## config.mk

```make
export PLATFORM = sky130hd
export DESIGN_NAME = bnn_act_packer
export DESIGN_NICKNAME = d
export VERILOG_FILES = /design/src/rtl/bnn_pkg.sv /design/src/rtl/act_word_fifo.sv /design/src/rtl/bnn_act_packer.sv
export SDC_FILE = /design/constraint.sdc
export NUM_CORES = 1
export LEC_CHECK = 0
export ABC_CLOCK_PERIOD_IN_PS = 8160
export BUFFER_PORTS_ARGS = -buffer_cell sky130_fd_sc_hd__buf_2
export CAP_MARGIN = 20
export CELL_PAD_IN_SITES_DETAIL_PLACEMENT = 1
export CELL_PAD_IN_SITES_GLOBAL_PLACEMENT = 2
export CORE_MARGIN = 10
export CORE_UTILIZATION = 40
export DETAILED_ROUTE_END_ITERATION = 16
export PLACE_DENSITY_LB_ADDON = 0.1
export SLEW_MARGIN = 20
export SYNTH_ARGS = -nofsm -noshare
export SYNTH_HDL_FRONTEND = slang
export SYNTH_HIERARCHICAL = 1
export SYNTH_SLANG_ARGS = --single-unit
```

## constraint.sdc

```tcl
create_clock -name clk -period 8.16 [get_ports clk]
set_input_delay 0.408 -clock clk [delete_from_list [all_inputs] [get_ports clk]]
set_output_delay 0.408 -clock clk [all_outputs]
set_load 0.02 [all_outputs]
```

## src/rtl/bnn_pkg.sv

```systemverilog
// Shared definitions for the BNN activation path: packer FSM states,
// default word width and feature-map word addressing helpers.
package bnn_pkg;

    typedef enum logic [1:0] {
        ST_IDLE  = 2'd0,
        ST_PACK  = 2'd1,
        ST_DRAIN = 2'd2
    } pack_state_e;

    localparam int WORD_W_DEFAULT = 32;

    // Counter width for a count of n values, never less than one bit.
    function automatic int cnt_w(input int n);
        return (n > 1) ? $clog2(n) : 1;
    endfunction

    // Packed words per channel: ceil(pixels / word width).
    function automatic int calc_wpc(input int fmap_w, input int fmap_h, input int word_w);
        return (fmap_w * fmap_h + word_w - 1) / word_w;
    endfunction

    // Address width covering every word of every channel in one pass.
    function automatic int calc_addr_w(input int fmap_w, input int fmap_h,
                                       input int word_w, input int n_ch);
        return cnt_w(n_ch * calc_wpc(fmap_w, fmap_h, word_w));
    endfunction

endpackage

```

## src/rtl/act_word_fifo.sv

```systemverilog
// Two-entry synchronous FIFO for packed activation words. A push into a
// full FIFO is accepted only when a pop frees a slot in the same cycle;
// otherwise it is dropped and reported on drop.
module act_word_fifo #(
    parameter int PAYLOAD_W = 8
) (
    input  logic                 clk,
    input  logic                 rst,
    input  logic                 push,
    input  logic [PAYLOAD_W-1:0] push_data,
    input  logic                 pop,
    output logic [PAYLOAD_W-1:0] head_data,
    output logic                 full,
    output logic                 empty,
    output logic                 drop
);

    logic [PAYLOAD_W-1:0] mem [2];
    logic                 wr_ptr;
    logic                 rd_ptr;
    logic [1:0]           count;
    logic                 do_push;
    logic                 do_pop;

    assign empty     = (count == 2'd0);
    assign full      = (count == 2'd2);
    assign do_pop    = pop && !empty;
    assign do_push   = push && (!full || do_pop);
    assign drop      = push && !do_push;
    assign head_data = mem[rd_ptr];

    // Pointer and occupancy tracking.
    always_ff @(posedge clk) begin
        if (rst) begin
            wr_ptr <= 1'b0;
            rd_ptr <= 1'b0;
            count  <= 2'd0;
        end else begin
            if (do_push) wr_ptr <= ~wr_ptr;
            if (do_pop)  rd_ptr <= ~rd_ptr;
            count <= count + {1'b0, do_push} - {1'b0, do_pop};
        end
    end

    // Entry storage; cleared on reset so the head reads zero afterwards.
    always_ff @(posedge clk) begin
        if (rst) begin
            mem[0] <= '0;
            mem[1] <= '0;
        end else if (do_push) begin
            mem[wr_ptr] <= push_data;
        end
    end

endmodule

```

## src/rtl/bnn_act_packer.sv

```systemverilog
// Packs the XNOR core's per-pixel activation bits into WORD_W-bit words,
// tags them with a linear feature-map word address and queues them for
// the activation buffer writer. Words lost to a full queue set a sticky
// overflow flag; counters keep advancing so later addresses stay correct.
module bnn_act_packer
    import bnn_pkg::*;
#(
    parameter int WORD_W = WORD_W_DEFAULT,
    parameter int FMAP_W = 32,
    parameter int FMAP_H = 32,
    parameter int N_CH   = 64,
    parameter int ADDR_W = calc_addr_w(FMAP_W, FMAP_H, WORD_W, N_CH)
) (
    input  logic              clk,
    input  logic              rst,
    input  logic              start,
    input  logic              in_valid,
    input  logic              in_bit,
    output logic              m_valid,
    input  logic              m_ready,
    output logic [WORD_W-1:0] m_data,
    output logic [ADDR_W-1:0] m_addr,
    output logic              m_last,
    output logic              busy,
    output logic              done,
    output logic              overflow
);

    localparam int NPIX  = FMAP_W * FMAP_H;
    localparam int BIT_W = $clog2(WORD_W);
    localparam int PIX_W = cnt_w(NPIX);
    localparam int CH_W  = cnt_w(N_CH);
    localparam int PLD_W = WORD_W + ADDR_W + 1;

    pack_state_e       state;
    pack_state_e       state_nxt;
    logic [BIT_W-1:0]  bit_cnt;
    logic [PIX_W-1:0]  pix_cnt;
    logic [CH_W-1:0]   ch_cnt;
    logic [ADDR_W-1:0] word_addr;
    logic [WORD_W-1:0] sreg;
    logic [WORD_W-1:0] push_word;
    logic              clear;
    logic              accept;
    logic              done_nxt;
    logic              last_pix;
    logic              last_ch;
    logic              word_full;
    logic              push;
    logic [PLD_W-1:0]  push_pld;
    logic [PLD_W-1:0]  head_pld;
    logic              fifo_full;
    logic              fifo_empty;
    logic              fifo_drop;

    assign last_pix  = (pix_cnt == PIX_W'(NPIX - 1));
    assign last_ch   = (ch_cnt == CH_W'(N_CH - 1));
    assign word_full = (bit_cnt == BIT_W'(WORD_W - 1));
    assign push      = accept && (word_full || last_pix);
    // Bits at and above bit_cnt are still zero, so a partial word has zero upper bits.
    assign push_word = sreg | (WORD_W'(in_bit) << bit_cnt);
    assign push_pld  = {push_word, word_addr, last_pix};

    act_word_fifo #(
        .PAYLOAD_W(PLD_W)
    ) u_fifo (
        .clk      (clk),
        .rst      (rst),
        .push     (push),
        .push_data(push_pld),
        .pop      (m_ready),
        .head_data(head_pld),
        .full     (fifo_full),
        .empty    (fifo_empty),
        .drop     (fifo_drop)
    );

    assign m_valid = !fifo_empty;
    assign {m_data, m_addr, m_last} = head_pld;
    assign busy    = (state != ST_IDLE);

    // FSM state register.
    always_ff @(posedge clk) begin
        if (rst) state <= ST_IDLE;
        else     state <= state_nxt;
    end

    // Next-state and per-cycle control decode.
    always_comb begin
        state_nxt = state;
        clear     = 1'b0;
        accept    = 1'b0;
        done_nxt  = 1'b0;
        case (state)
            ST_IDLE: begin
                if (start) begin
                    clear     = 1'b1;
                    state_nxt = ST_PACK;
                end
            end
            ST_PACK: begin
                if (in_valid) begin
                    accept = 1'b1;
                    if (last_pix && last_ch) state_nxt = ST_DRAIN;
                end
            end
            ST_DRAIN: begin
                // Finish once the single remaining word is taken (or nothing is left).
                if (fifo_empty || (!fifo_full && m_ready)) begin
                    done_nxt  = 1'b1;
                    state_nxt = ST_IDLE;
                end
            end
            default: state_nxt = ST_IDLE;
        endcase
    end

    // Bit, pixel, channel and word-address counters.
    always_ff @(posedge clk) begin
        if (rst || clear) begin
            bit_cnt   <= '0;
            pix_cnt   <= '0;
            ch_cnt    <= '0;
            word_addr <= '0;
        end else if (accept) begin
            bit_cnt <= push ? '0 : bit_cnt + BIT_W'(1);
            if (push) word_addr <= word_addr + ADDR_W'(1);
            if (last_pix) begin
                pix_cnt <= '0;
                ch_cnt  <= last_ch ? '0 : ch_cnt + CH_W'(1);
            end else begin
                pix_cnt <= pix_cnt + PIX_W'(1);
            end
        end
    end

    // Shift register collecting the word under construction.
    always_ff @(posedge clk) begin
        if (clear || push) sreg <= '0;
        else if (accept)   sreg <= push_word;
    end

    // Sticky overflow flag and registered done pulse.
    always_ff @(posedge clk) begin
        if (rst) begin
            overflow <= 1'b0;
            done     <= 1'b0;
        end else begin
            done <= done_nxt;
            if (clear)          overflow <= 1'b0;
            else if (fifo_drop) overflow <= 1'b1;
        end
    end

endmodule

```

==> results of run 1 <==
## cell usage after synthesis, drive strengths merged, types with 2 or more instances
library cell	count	share of area [%]
o21ai	12	0.83
xor2	5	0.60
inv	8	0.41
nand2b	2	0.17
and4	3	0.36
and3b	2	0.24
a21oi	51	3.5
nand3b	3	0.36
nor4b	2	0.45
and3	3	0.26
a21o	18	1.9
buf	13	0.90
nor3b	3	0.47
o31a	2	0.24
nand4	6	0.52
or2	4	0.34
nor2b	8	0.69
or3	5	0.43
mux2	45	7.0
and2b	2	0.22
nor3	14	1.1
nor4	3	0.34
and2	91	8.3
o21bai	17	1.8
dfxtp	73	20
edfxtp	88	36
mux2i	2	0.28
a2111o	6	0.93
or4	6	0.62
clkbuf	23	1.3
ha	6	1.0
xnor2	5	0.60
nand2	37	1.9
o31ai	4	0.41
nor2	59	3.1
nand3	10	0.69
## cells by family (layout without fill, tap and decap cells)
logic type,after synthesis,in the layout
other,0,1
AOI/OAI and AO/OA,117,117
DFF,161,161
muxes,47,47
adders and majority gates,6,6
xor gates and xnor gates,10,10
buffers and inverters,44,96
and+or+nand+nor,266,266
## final cells by class
type / instances / area, sq um
fill: 1963 / 9670
timing repair buffer: 56 / 288
antenna: 1 / 2.50
inverter: 8 / 30.0
sequential: 161 / 4110
clock inverter: 12 / 93.8
multi-input combinational: 446 / 2980
clock buffer: 20 / 437
tap: 229 / 287
## layout by cell type (no fill, tap or decap), types with 5 or more instances in the layout
master / synthesis / routed
inv_1: 8 / 8
nand2_1: 37 / 37
buf_2: 13 / 53
mux2_2: 45 / 45
xnor2_1: 5 / 5
a2111o_1: 6 / 6
and2_1: 63 / 63
nor2_1: 59 / 59
or4_1: 6 / 6
and2_2: 28 / 28
a21oi_1: 51 / 51
o21ai_0: 12 / 12
ha_1: 6 / 6
a21o_1: 18 / 18
dfxtp_1: 73 / 72
nor2b_1: 8 / 8
nor3_1: 13 / 13
edfxtp_1: 88 / 88
clkbuf_16: 0 / 17
nand3_1: 10 / 10
xor2_1: 5 / 5
o21bai_1: 17 / 16
nand4_1: 6 / 6
## final timing paths
| path | endpoint | cells after the start |
|---|---|---|
| setup / recovery | u_fifo/mem[1][4] | 7 |
| hold / removal | state[0] | 3 |
| setup reg to reg | u_fifo/mem[1][4] | 7 |
| hold reg to reg | sreg[27] | 2 |
## metal layers
metal / global-route usage [%] / up-vias
met4: 5.26 / 0
met5: 0 / -
li1: - / 2399
met2: 24.1 / 63
met3: 3.69 / 17
met1: 17.9 / 2484
## report_power, final
part | internal (mW) | total [mW] | switching (mW)
Combinational | 0.0225 | 0.0727 | 0.0501
Clock | 0.415 | 0.727 | 0.313
Sequential | 0.876 | 0.883 | 0.00753
## state kept, by name (all words and copies together) (netlist names), named ones only
| name | count |
|---|---|
| u_fifo/wr_ptr | 1 |
| u_fifo/count | 2 |
| sreg | 32 |
| ch_cnt | 6 |
| word_addr | 11 |
| pix_cnt | 10 |
| overflow | 1 |
| bit_cnt | 5 |
| u_fifo/rd_ptr | 1 |
| done | 1 |
| state | 2 |
| u_fifo/mem | 88 |
## stage by stage
step	setup WS, ps	instances	cell area (sq um)	hold slack, ps
floorplan	4000	651	7260	431
global placement	4340	900	7690	444
detailed placement	4520	900	7690	454
CTS	4560	932	8220	339
global route	4230	932	8230	364
finish	4550	933	8230	359
## worst register-to-register path, delay by kind of cell, from the launching register on
kind	cells	cell delay (ps)
adders and majority gates	1	220
DFF	1	420
and+or+nand+nor	6	2530
==> run_results.csv, run 1 <==
group,metric,value,unit
routing,wl_met3,570,um
global_routing,antenna_found_initial,0,
die,ios,54,
synthesis,synth-adder-area-share,1.03,%
run_status,status,"completed",
global_routing,grt_pass1_vias,5403,
sta,fin_tns_setup,0,ps
sta,setup_viol,0,
cts,clk_latency,430,ps
worst_setup_path,worstPathArrival,3670,ps
pwr,total_leakage_power,3.07,nW
hold_path,hold_start,"in_valid",
synthesis,synth_xor_area_share,1.21,%
worst_setup_path,cp_common_cell,"nand2_1",
routing,wl,17100,um
pwr,power-per-cell-area,205,nW/um^2
worst_setup_path,cp_top_family,"simple AND/OR/NAND/NOR gates",
cts,cts_root_buf,"clkbuf_16",
die,die_y,155,um
sta,rsz0062_at_grt,"false",
routing,wl_met1,7970,um
synthesis,synth-edff-count,88,
die,die_area,23900,sq um
cts,clockBufferDepth,2,
cts,clkTransAtPathRegs,60,ps
synthesis,synth_cell_types,54,
global_routing,grt_overflow,0,
hold_path,hold_path_class,"input pin to flop",
worst_setup_path,worstPathRequired,8220,ps
routing,drc_errors,0,
worst_setup_path,critPathBufInv,0,
sta,finalCritPeriodShare,44.2,%
cts,cts_resized,0,
pwr,ir_drop,0.000143,V
sta,skew,10.5,ps
routing,via_per_inst,5.32,
cts,ctsHtreeMaxLevel,4,
worst_setup_path,start_kind,"flop",
worst_setup_path,r2r-start,"pix_cnt[1]",
synthesis,async_reset_ff_share,0,%
sta,fmax,277,MHz
synthesis,ys_seq_area_share,56.5,%
routing,wl_met2,8280,um
routing,routedWlPerCell,18.3,um
synthesis,avgSynthCellArea,11.1,sq um
global_routing,grt_start_max_net_pins,46,
cts,clock-sinks,161,
sta,max_slew_margin,30.9,%
place,io_buffers,53,
sta,slew_viol_final,0,
synthesis,synth_flop_cell,"edfxtp_1",
cts,holdBufCountCts,0,
worst_setup_path,reg2reg_setup_slack,4550,ps
finish,syn_to_final_growth,13.4,%
place,gp_congestion,0.763,
synthesis,ys_warn_count,6,
place,hpwl,11100,um
sta,min_period,3610,ps
finish,drive_gt1_share,24.2,%
run,cap_viol_max_count,0,
worst_setup_path,critPathMaxStageDelay,950,ps
routing,first_pass_iters,4,
worst_setup_path,critPathSlowestCell,"or4_1",
pwr,power,1.68,mW
sta,tightest_slew,1030,ps
die,fp-row-count,49,
finish,fin_nets,702,
global_routing,grt_usage,14.6,%
cts,cts_setup_buffers,0,
synthesis,synth-compound-area-share,10.4,%
worst_setup_path,crit_start,"pix_cnt[1]",
synthesis,synth-simple-area-share,21.0,%
synthesis,synthCells,651,
cts,numCtsBuffers,17,
die,dieWidth,155,um
routing,vias,4963,
synthesis,netlist_area,7260,sq um
global_routing,grt_first_pass_wirelength,28000,um
sta,hold_violations,0,
routing,final_antenna_net_count,0,
finish,final_util,46.0,%
cts,cts_tree,"yes",
routing,drt_iter0_markers,237,
worst_setup_path,crit_chain,"ha_1 -> nand3_1 -> or4_1 -> nand2_1 -> nand2_1 -> nor3_4 -> or2_4",
worst_setup_path,critical_path_peak_fanout,44,
routing,highest_layer,"met4",
synthesis,synth-seq-cells,161,
die,core,17900,sq um
die,initial_core_util,40.5,%
worst_setup_path,end_kind,"flop",
synthesis,synth.area.mux_share,7.26,%
synthesis,synth_nets,663,
synthesis,synth_top_family_by_area,"simple AND/OR/NAND/NOR gates",
worst_setup_path,path_class,"flop to flop",
No activity file was read; power rests on OpenSTA's default activity.
==> inputs of run 2 (changes only) <==
Settings changed: ABC_CLOCK_PERIOD_IN_PS 8160 to 3700.
Clock period 8.16 ns to 3.7 ns, I/O delays scaled along.
==> run 2 against run 1 <==
  * Non-clock buffer count increased by 6
  * Utilization increased by 0.62 points
  * Combinational power increased by 130%
  * Clock power increased by 140%
  * Design area increased by 1.4%
  * Worst setup slack got worse by 3600 ps
  * Via count increased by 0.85%
  * Critical path depth increased by 1
  * Routed wire length increased by 5.1%
  * Die area unchanged
==> run_results.csv, run 2 (synthesized netlist as in run 1, its figures left out) <==
group,metric,value,unit
run_status,status,"completed",
pwr,power-per-cell-area,465,nW/um^2
finish,reg_top3,"u_fifo/mem: 88 flops, sreg: 32 flops, word_addr: 11 flops",
finish,largest_reg_flops,88,
die,dieWidth,155,um
routing,routedWlPerCell,19.1,um
cts,clk_latency,430,ps
cts,clkTransAtPathRegs,70,ps
worst_setup_path,critPathMaxStageDelay,550,ps
pwr,power,3.88,mW
die,die_y,155,um
global_routing,grt_pass1_vias,5349,
worst_setup_path,crit_chain,"ha_1 -> nand3_1 -> or4_1 -> nand2_1 -> buf_4 -> nand2b_1 -> o21bai_4 -> buf_12",
worst_setup_path,reg2reg_to,"u_fifo/mem[0][3]",
finish,drive_gt1_share,25.2,%
cts,clock-sinks,161,
worst_setup_path,path_class,"flop to flop",
routing,final_antenna_net_count,0,
routing,drc_errors,0,
finish,antenna_cells,0,
sta,max_slew_margin,35.1,%
sta,whs,153,ps
worst_setup_path,worstPathArrival,2860,ps
cts,cts_resized,0,
finish,regArea,4110,sq um
sta,hold_violations,0,
global_routing,grt_first_pass_wirelength,29200,um
worst_setup_path,path_depth,8,
sta,fmax,363,MHz
sta,skew,12.0,ps
finish,fin_nets,708,
worst_setup_path,end_kind,"flop",
worst_setup_path,start_kind,"flop",
finish,final_cell_mix,"88 x edfxtp_1, 72 x dfxtp_1, 63 x and2_1",
die,ios,54,
sta,fin_tns_setup,0,ps
worst_setup_path,worstPathRequired,3810,ps
hold_path,min_path_cells,4,
cts,numCtsBuffers,17,
worst_setup_path,reg2reg_setup_slack,940,ps
run,cap_viol_max_count,0,
routing,via_per_inst,5.34,
pwr,ir_drop,0.000331,V
routing,wl,17900,um
sta,finalCritPeriodShare,74.5,%
routing,drt_iter0_markers,239,
sta,rsz0062_at_grt,"false",
finish,syn_to_final_growth,14.9,%
global_routing,grt_usage,15.3,%
cts,holdBufCountCts,0,
die,initial_core_util,40.5,%
finish,fillers,1937,
worst_setup_path,critPathSlowestCell,"or4_1",
pwr,total_leakage_power,3.13,nW
global_routing,antenna_found_initial,0,
routing,vias,5005,
global_routing,grt_overflow,0,
sta,tightest_slew,972,ps
worst_setup_path,crit_start,"pix_cnt[0]",
cts,cts_setup_buffers,0,
cts,ctsHtreeMaxLevel,4,
sta,slew_viol_final,0,
sta,setup_viol,0,
global_routing,grt_start_max_net_pins,46,
hold_path,hold_path_class,"input pin to flop",
finish,final_common_cell,"edfxtp_1",
routing,first_pass_iters,4,
place,hpwl,11400,um
finish,final_util,46.6,%
hold_path,hold_start,"start",
place,io_buffers,53,
die,fp-row-count,49,
worst_setup_path,cp_top_family,"simple AND/OR/NAND/NOR gates",
worst_setup_path,critical_path_peak_fanout,36,
worst_setup_path,r2r-start,"pix_cnt[0]",
cts,cts_tree,"yes",
die,die_area,23900,sq um
sta,min_period,2760,ps
finish,multi_input_area,2980,sq um
cts,cts_root_buf,"clkbuf_16",
worst_setup_path,reg2reg_depth,8,
finish,top_register,"u_fifo/mem",
die,core,17900,sq um
hold_path,min_to,"state[0]",
cts,clockBufferDepth,2,
place,gp_congestion,0.753,
worst_setup_path,critPathBufInv,2,
run 2: where the power goes:
part	total [mW]	switching (mW)	internal (mW)
Combinational	0.168	0.115	0.0527
Sequential	1.95	0.0161	1.93
Clock	1.76	0.732	1.03
run 2: worst min-delay path: cells and delay by family:
kind            cells  cell delay, ps
simple gates        2             130
buf+inv             1             120
compound gates      1             100
run 2: worst max-delay path by stage:
stage                             end  slack (ps)
floorplan            u_fifo/mem[0][0]         470
CTS                 u_fifo/mem[0][17]         930
global route         u_fifo/mem[0][3]         750
finish               u_fifo/mem[0][3]         940
detailed placement  u_fifo/mem[0][15]         950
global placement    u_fifo/mem[1][23]         700
run 2: cell type report:
class | instances | area share (%)
flip-flops and latches | 161 | 49.3
multi-input cells | 446 | 35.8
clock buffers | 20 | 5.48
repair buffers | 62 | 4.14
well taps | 229 | 3.44
clock inverters | 12 | 1.58
inverters | 8 | 0.360
run 2: per-stage QoR:
stage | area [sq um] | worst slack, ps | std cells
after floorplan | 7260 | 466 | 651
after detailed placement | 7750 | 952 | 906
after CTS | 8340 | 933 | 938
after global placement | 7750 | 697 | 906
final | 8340 | 943 | 938
after global routing | 8340 | 754 | 938
run 2: metal layers:
layer	track usage [%]	up-vias	part of all wire, %
met5	0	-	0
met4	4.81	0	1.1
met3	3.27	16	3.4
met2	25.2	58	48
met1	19.5	2525	47
li1	-	2406	-
==> inputs of run 3 (changes only) <==
Settings changed: ABC_CLOCK_PERIOD_IN_PS 3700 to 2250, CORE_UTILIZATION 40 to 36.
Clock period 3.7 ns to 2.25 ns, I/O delays scaled along.
==> run 3 against run 2 <==
  * Utilization decreased by 1.6 points
  * Clock-buffer cell count is the same
  * Global-route usage fell by 1.1 points
  * Die area increased by 9.6%
  * Design area rose by 6.1%
  * Worst hold slack got worse by 83 ps
  * Power up 65%
  * Largest power group unchanged
  * Via count rose by 2.6%
  * Sequential power increased by 64%
  * Register-to-register slack got worse by 880 ps
  * Non-clock buffer count up 38
  * Routed wire length rose by 1.7%
==> run_results.csv, run 3 (synthesized netlist as in run 1, its figures left out) <==
group,metric,value,unit
worst_setup_path,worstPathArrival,2310,ps
place,hpwl,12300,um
sta,whs,70.4,ps
routing,via_per_inst,5.08,
finish,final_cell_mix,"88 x edfxtp_1, 67 x dfxtp_1, 63 x and2_1",
routing,first_pass_iters,4,
run,cap_viol_max_count,0,
worst_setup_path,critical_path_peak_fanout,14,
routing,vias,5137,
cts,ctsHtreeMaxLevel,4,
worst_setup_path,end_kind,"flop",
die,initial_core_util,36.9,%
pwr,power-per-cell-area,722,nW/um^2
place,dp.cells,973,
place,place_area,8160,sq um
finish,final_common_cell,"edfxtp_1",
worst_setup_path,start_kind,"flop",
die,die_area,26200,sq um
routing,routedWlPerCell,18.0,um
cts,clk_latency,420,ps
global_routing,grt_overflow,0,
finish,drive_gt1_share,30.9,%
routing,drc_errors,0,
global_routing,grt_usage,14.1,%
cts,clkTransAtPathRegs,70,ps
global_routing,grt_pass1_vias,5577,
routing,wl_met2,8840,um
routing,final_antenna_net_count,0,
sta,slew_viol_final,0,
finish,design_area,8850,sq um
sta,skew,9.96,ps
finish,antenna_cells,0,
routing,highest_layer,"met5",
global_routing,antenna_found_initial,1,
sta,hold_violations,0,
sta,rsz0062_at_grt,"true",
cts,clock-sinks,161,
routing,drt_iter0_markers,231,
place,gp_congestion,0.777,
cts,cts_root_buf,"clkbuf_16",
finish,reg_top3,"u_fifo/mem: 88 flops, sreg: 32 flops, word_addr: 11 flops",
routing,wl_met1,8460,um
routing,wl,18200,um
hold_path,hold_path_class,"input pin to flop",
finish,largest_reg_flops,88,
cts,cts_tree,"yes",
finish,layoutNonFillerInstCount,1012,
die,fp-row-count,51,
sta,fmax,458,MHz
pwr,ir_drop,0.000527,V
sta,max_slew_margin,51.4,%
cts,clockBufferDepth,2,
die,ios,54,
pwr,total_leakage_power,3.36,nW
global_routing,grt_start_max_net_pins,46,
finish,syn_to_final_growth,21.9,%
sta,min_period,2180,ps
place,io_buffers,53,
run_status,status,"completed",
sta,finalCritPeriodShare,97.0,%
worst_setup_path,worstPathRequired,2380,ps
die,core,19700,sq um
routing,wl_met3,726,um
die,die_y,162,um
finish,top_register,"u_fifo/mem",
finish,fin_nets,746,
die,dieWidth,162,um
sta,setup_viol,0,
sta,tightest_slew,726,ps
worst_setup_path,path_class,"flop to flop",
global_routing,grt_first_pass_wirelength,29800,um
cts,numCtsBuffers,17,
[run 3: area by class of cell]
class	count	area, sq um
multi-input combinational	446	3040
fill	2164	10800
inverter	8	30.0
timing repair buffer	100	744
clock inverter	12	120
clock buffer	20	467
sequential	161	4120
tap	265	332
[run 3: final timing paths]
path	startpoint	to	slack (ps)	depth (start not counted)
worst max register to register	pix_cnt[8]	u_fifo/mem[1][40]	70	7
worst max-delay path	pix_cnt[8]	u_fifo/mem[1][40]	70	7
worst min register to register	sreg[20]	sreg[20]	470	2
worst min-delay path	in_valid	state[0]	70	3
[run 3: power by group]
part	total [mW]	switching, mW	internal [mW]
logic	0.322	0.202	0.120
registers	3.20	0.0229	3.17
clock network	2.87	1.24	1.63
[run 3: metrics by stage]
step | utilization (%) | setup WS, ps | setup TNS, ps | power (mW)
after floorplan | - | -241 | -18220 | 3.44
after global placement | 41.5 | 72.8 | 0 | 3.57
after detailed placement | 41.5 | 31.0 | 0 | 3.58
after CTS | 44.5 | 15.3 | 0 | 6.47
after global routing | 45.0 | -7.88 | -35.8 | 6.64
final | 45.0 | 66.8 | 0 | 6.39
[run 3: worst max-delay path: stages (launching register included)]
cell and delay [ps]:
dfxtp_2 330, nand4_1 180, or4_4 610, nand2_8 110
nand2_2 70, nor3_4 150, or2_4 250, buf_12 190
[run 3: what timing repair did]
action,CTS,global route
resized for setup,0,5
buffers inserted,0,4
endpoints found under the setup margin,0,52
hold buffers,0,0
[run 3: per-layer routing]
layer  global-route usage [%]  vias to the layer above
li1                         -                     2486
met1                     17.8                     2553
met2                     23.5                       80
met3                     3.16                       16
met4                     4.71                        2
met5                        0                        -
